<file path="src/rtl/param_updown_counter_pkg.sv">
// Shared mode constants, edge-action encoding and width helpers for the
// parametrised up/down counter.
`default_nettype none

package param_updown_counter_pkg;

  localparam int CNT_WRAP = 0;
  localparam int CNT_SAT  = 1;

  // What the count register does at the next edge, after Clr has been excluded.
  typedef enum logic [1:0] {
    ACT_IDLE = 2'd0,
    ACT_LOAD = 2'd1,
    ACT_STEP = 2'd2
  } cnt_action_e;

  function automatic int clog2(input int value);
    int result;
    result = 0;
    for (int v = value - 1; v > 0; v = v >> 1) begin
      result++;
    end
    return result;
  endfunction

  // Phase register needs at least one bit even when the prescaler is trivial.
  function automatic int phase_width(input int prescale);
    return (clog2(prescale) < 1) ? 1 : clog2(prescale);
  endfunction

endpackage

`default_nettype wire

</file>
<file path="src/rtl/param_updown_counter_prescale_tick.sv">
// Clock-enable prescaler: emits one tick every PRESCALE enabled cycles.
`default_nettype none

module param_updown_counter_prescale_tick
  import param_updown_counter_pkg::*;
#(
  parameter int PRESCALE = 1
) (
  input  logic Clk,
  input  logic Clr,
  input  logic En,
  input  logic Rst_phase,
  output logic tick
);

  generate
    if (PRESCALE == 1) begin : g_passthru
      logic unused_inputs;
      assign unused_inputs = ^{Clk, Clr, Rst_phase};
      assign tick = En;
    end else begin : g_phase
      localparam int PW = phase_width(PRESCALE);
      localparam logic [PW-1:0] LAST_PHASE = PW'(PRESCALE - 1);

      logic [PW-1:0] phase;

      // Phase only advances on enabled cycles, so gaps in En stretch the period.
      always_ff @(posedge Clk) begin
        if (Clr || Rst_phase) begin
          phase <= '0;
        end else if (En) begin
          phase <= (phase == LAST_PHASE) ? '0 : phase + PW'(1);
        end
      end

      assign tick = En && (phase == LAST_PHASE);
    end
  endgenerate

endmodule

`default_nettype wire

</file>
<file path="src/rtl/param_updown_counter.sv">
// Parametrised synchronous up/down event counter with modulus, wrap/saturate,
// parallel load, enable prescaler and terminal-count outputs for cascading.
`default_nettype none

module param_updown_counter
  import param_updown_counter_pkg::*;
#(
  parameter int WIDTH    = 3,
  parameter int MODULUS  = 8,
  parameter int SATURATE = 0,
  parameter int PRESCALE = 1
) (
  input  logic             Clk,
  input  logic             Clr,
  input  logic             En,
  input  logic             Up,
  input  logic             Load,
  input  logic [WIDTH-1:0] LoadVal,
  output logic [WIDTH-1:0] count,
  output logic             Tc,
  output logic             AtTerm
);

  generate
    if (WIDTH < 1 || WIDTH > 16) begin : g_bad_width
      $fatal(1, "param_updown_counter: WIDTH=%0d outside 1..16", WIDTH);
    end
    if (MODULUS < 2 || MODULUS > (1 << WIDTH)) begin : g_bad_modulus
      $fatal(1, "param_updown_counter: MODULUS=%0d outside 2..2**WIDTH", MODULUS);
    end
    if (PRESCALE < 1 || PRESCALE > 256) begin : g_bad_prescale
      $fatal(1, "param_updown_counter: PRESCALE=%0d outside 1..256", PRESCALE);
    end
    if (SATURATE != CNT_WRAP && SATURATE != CNT_SAT) begin : g_bad_mode
      $fatal(1, "param_updown_counter: SATURATE=%0d must be 0 or 1", SATURATE);
    end
  endgenerate

  localparam logic [WIDTH-1:0] MAX_CNT = WIDTH'(MODULUS - 1);

  logic             tick;
  logic             at_term;
  logic [WIDTH-1:0] load_clamped;
  logic [WIDTH-1:0] count_next;
  logic             tc_next;
  cnt_action_e      action;

  // Load restarts the prescaler phase; any tick in the load cycle is discarded.
  param_updown_counter_prescale_tick #(
    .PRESCALE (PRESCALE)
  ) u_prescale (
    .Clk       (Clk),
    .Clr       (Clr),
    .En        (En),
    .Rst_phase (Load),
    .tick      (tick)
  );

  assign at_term      = Up ? (count == MAX_CNT) : (count == '0);
  assign AtTerm       = at_term;
  assign load_clamped = (LoadVal > MAX_CNT) ? MAX_CNT : LoadVal;

  always_comb begin
    action = ACT_IDLE;
    if (Load) begin
      action = ACT_LOAD;
    end else if (tick) begin
      action = ACT_STEP;
    end
  end

  // Wrap is by explicit compare so non-power-of-2 moduli never leave 0..MODULUS-1.
  always_comb begin
    count_next = count;
    tc_next    = 1'b0;
    case (action)
      ACT_LOAD: count_next = load_clamped;
      ACT_STEP: begin
        if (at_term) begin
          tc_next = 1'b1;
          if (SATURATE == CNT_WRAP) begin
            count_next = Up ? '0 : MAX_CNT;
          end
        end else begin
          count_next = Up ? count + WIDTH'(1) : count - WIDTH'(1);
        end
      end
      default: count_next = count;
    endcase
  end

  always_ff @(posedge Clk) begin
    if (Clr) begin
      count <= '0;
      Tc    <= 1'b0;
    end else begin
      count <= count_next;
      Tc    <= tc_next;
    end
  end

endmodule

`default_nettype wire

</file>
<file path="config.mk">
export PLATFORM = sky130hd
export DESIGN_NAME = param_updown_counter
export DESIGN_NICKNAME = d
export VERILOG_FILES = /design/src/rtl/param_updown_counter_pkg.sv /design/src/rtl/param_updown_counter_prescale_tick.sv /design/src/rtl/param_updown_counter.sv
export SDC_FILE = /design/constraint.sdc
export NUM_CORES = 1
export LEC_CHECK = 0
export ABC_AREA = 1
export CORE_AREA = 2 2 39 41
export DETAILED_ROUTE_END_ITERATION = 12
export DIE_AREA = 0 0 41 43
export GPL_ROUTABILITY_DRIVEN = 1
export PLACE_DENSITY_LB_ADDON = 0.15
export REMOVE_ABC_BUFFERS = 1
export SYNTH_ARGS = -nofsm -noshare
export SYNTH_HDL_FRONTEND = slang
export SYNTH_SLANG_ARGS = --single-unit
</file>
<file path="constraint.sdc">
create_clock -name Clk -period 1.35 [get_ports Clk]
set_input_delay 0.2025 -clock Clk [delete_from_list [all_inputs] [get_ports Clk]]
set_output_delay 0.2025 -clock Clk [all_outputs]
set_load 0.02 [all_outputs]
</file>
==> run metrics <==
outcome finished, violations left; violated checks negative setup slack; critical setup path kind flip-flop to flip-flop; Leak 0.282 nW; initial core utilization 0.199; Tot GR Track Use 0.108; Worst EP required 1.51 ns; TritonCTS clock tree done; Worst setup SP type flip-flop; initial DRC count 9; FF+latch count, synth 4; Final Critical Period 1.37 ns; sw frac 0.283; routed wire length 726 microns; WP data arrival 1.52 ns; FF+latch area 82.6 sq um; clk_lat worst skew 0.23 ns; Critical Path, Cell by Cell buf_6 -> fa_1 -> inv_1 -> o21ai_1 -> nand2_1 -> a21oi_2; Routed WL per cell 8.25 microns; PortBufs 12; logic gate share of total power 0.349; relative slew slack 0.856; Hold Vio Cnt, Final 0; Final nets 83; # rows 14; die area 1760 sq um; Post-Synth Adder-Cell Area 0.0727; placed insts 85; Crit-path slowest cell fa_1; XOR/XNOR Fraction of Synth Area 0; Compound-Gate Fraction of Synth Area 0.0955; core footprint 1380 sq um; CTS H-tree depth 1; clock root cell clkbuf_4; Seq pwr share 0.320; vias per cell 4.10; clock buffer depth 2; Layout Cells excl Fill 88; Internal 0.305 mW; Least-Margin Pin Slew 0.215 ns; number of synthesized flops with an enable pin 0; Syn Inst Count 47; Avg Inst Size Synth 5.86 sq um; fillers 157; Final TNS setup -0.0196 ns; main flop type after synthesis dfxtp_1; Clk pwr share 0.330; Final Core Density 0.373; Num CTS Buffers 3; ANT cells 0; gr ovfl total 0; CTS Sinks 4; Synth cell types 12; Synth Area in Simple Gates 0.405; Synthesis Warnings 0; Crit. End Element flip-flop; vias in the first global route 359; Die H 43 microns; Max Clock Freq 730 MHz; Power, Total 0.424 mW; RSZ-0062 raised after global routing true; Hold WS 0.562 ns; share of synthesized registers carrying an async set or reset 0; DRT Pass-1 Iters 3; drt drc 0; P&R area growth vs syn 87.7%; clock transition at the registers of the reported paths 0.03 ns; area of the mapped netlist 275 sq um; Psw 0.120 mW; final setup vio count 1; Synth area leader dfxtp_1; Post-CTS Setup Inserts 0; DPL Wire Length 628 microns; Area contributors post-synth dfxtp_1, nand2_1, inv_1; final worst slack -0.0196 ns; fin crit share 1.01; Final ANT Viol Nets 0; via count 361; Layout Skew 0.000392 ns; mux share of post-synthesis cell area 0; first-pass GRT wire length 1270 microns; Pwr per Cell Area 821 nW/um^2; Final Max Slew Viols 0; worst vdd ir 0.391 mV; initial antenna violation count 0; share of the synthesized area in the top cell type 0.291; Multi-input gate area 161 sq um; Critical Path Fanout Max 4; CP peak stage delay 0.49 ns; Post-synth top cells nand2_1, inv_1, dfxtp_1, nor2_1, nand3_1; Die X-Extent 41 microns; top-count cell post-synth nand2_1; Placer Congestion 0.724; number of top-level pins 13; share of cells above drive strength 1 0.250; Max Cap Viol 0; largest net degree at the start of global routing 6; combinational family with the most area after synthesis simple AND/OR/NAND/NOR gates; HP Class input pin to flip-flop; Seq/Total Area, Yosys 0.291
-- state kept, by name (all words and copies together) (netlist names) --
signal  cells
Tc          1
count       3
-- cells by family after synthesis --
| family | after synthesis |
|---|---|
| buffers and inverters | 10 |
| DFF | 4 |
| AOI/OAI and AO/OA | 5 |
| adders and majority gates | 1 |
| and+or+nand+nor | 27 |
-- placed cells by master, fill, tap and decap left out --
cell type and instances:
a21oi_1 1, a21oi_2 1, a31oi_1 1, buf_2 1, buf_4 8, buf_6 2, clkbuf_4 3, clkdlybuf4s50_1 7
dfxtp_1 2, dfxtp_2 2, dlygate4sd2_1 4, fa_1 1, inv_1 9, inv_2 1, nand2_1 18, nand3_1 3
nand3b_1 1, nand4_1 1, nor2_1 4, o21ai_0 1, o21ai_1 1
-- worst max-delay path: cells and delay by family, from the launching register on --
kind | cells | cell delay, ns
adders and majority gates | 1 | 0.49
DFF | 1 | 0.33
AOI/OAI and AO/OA | 2 | 0.24
buffers and inverters | 2 | 0.15
and+or+nand+nor | 1 | 0.07
-- final timing paths --
kind	from	endpoint	slack [ns]	depth (start not counted)
max	count[0]	count[1]	-0.02	6
min	LoadVal[0]	count[0]	0.56	3
max reg2reg	count[0]	count[1]	-0.02	6
min reg2reg	count[0]	count[0]	0.67	3
-- layer usage --
metal | track usage | part of all wire
met1 | 0.123 | 0.45
met2 | 0.159 | 0.51
met3 | 0.0314 | 0.029
met4 | 0.0800 | 0.011
met5 | 0 | 0
-- final cells by class --
type                    count  share of cell area
repair buffers             22               0.373
flip-flops and latches      4               0.160
multi-input cells          33               0.312
clock buffers               3              0.0436
well taps                  16              0.0387
inverters                  10              0.0726
-- through the flow --
stage               worst slack (ns)  cell area [sq um]
floorplan                     0.0440                275
global placement              -0.437                490
detailed placement            -0.437                490
CTS                          -0.0194                523
global route                 -0.0689                517
finish                       -0.0196                517
-- power by group through the flow --
| stage | sequential [mW] | combinational [mW] | clock [mW] |
|---|---|---|---|
| final | 0.136 | 0.148 | 0.140 |
| after global routing | 0.137 | 0.166 | 0.152 |
| after CTS | 0.135 | 0.152 | 0.151 |
| after detailed placement | 0.135 | 0.153 | 0 |
| after global placement | 0.136 | 0.154 | 0 |
| after floorplan | 0.146 | 0.0568 | 0 |
-- repair_timing --
| item | 4_1_cts | 5_1_grt |
|---|---|---|
| setup endpoints to repair | 6 | 3 |
| gates cloned | 0 | 0 |
| hold buffers | 0 | 0 |
| resized for setup | 13 | 1 |
| pin swaps | 3 | 3 |
Power figures use the tool's default switching activity.
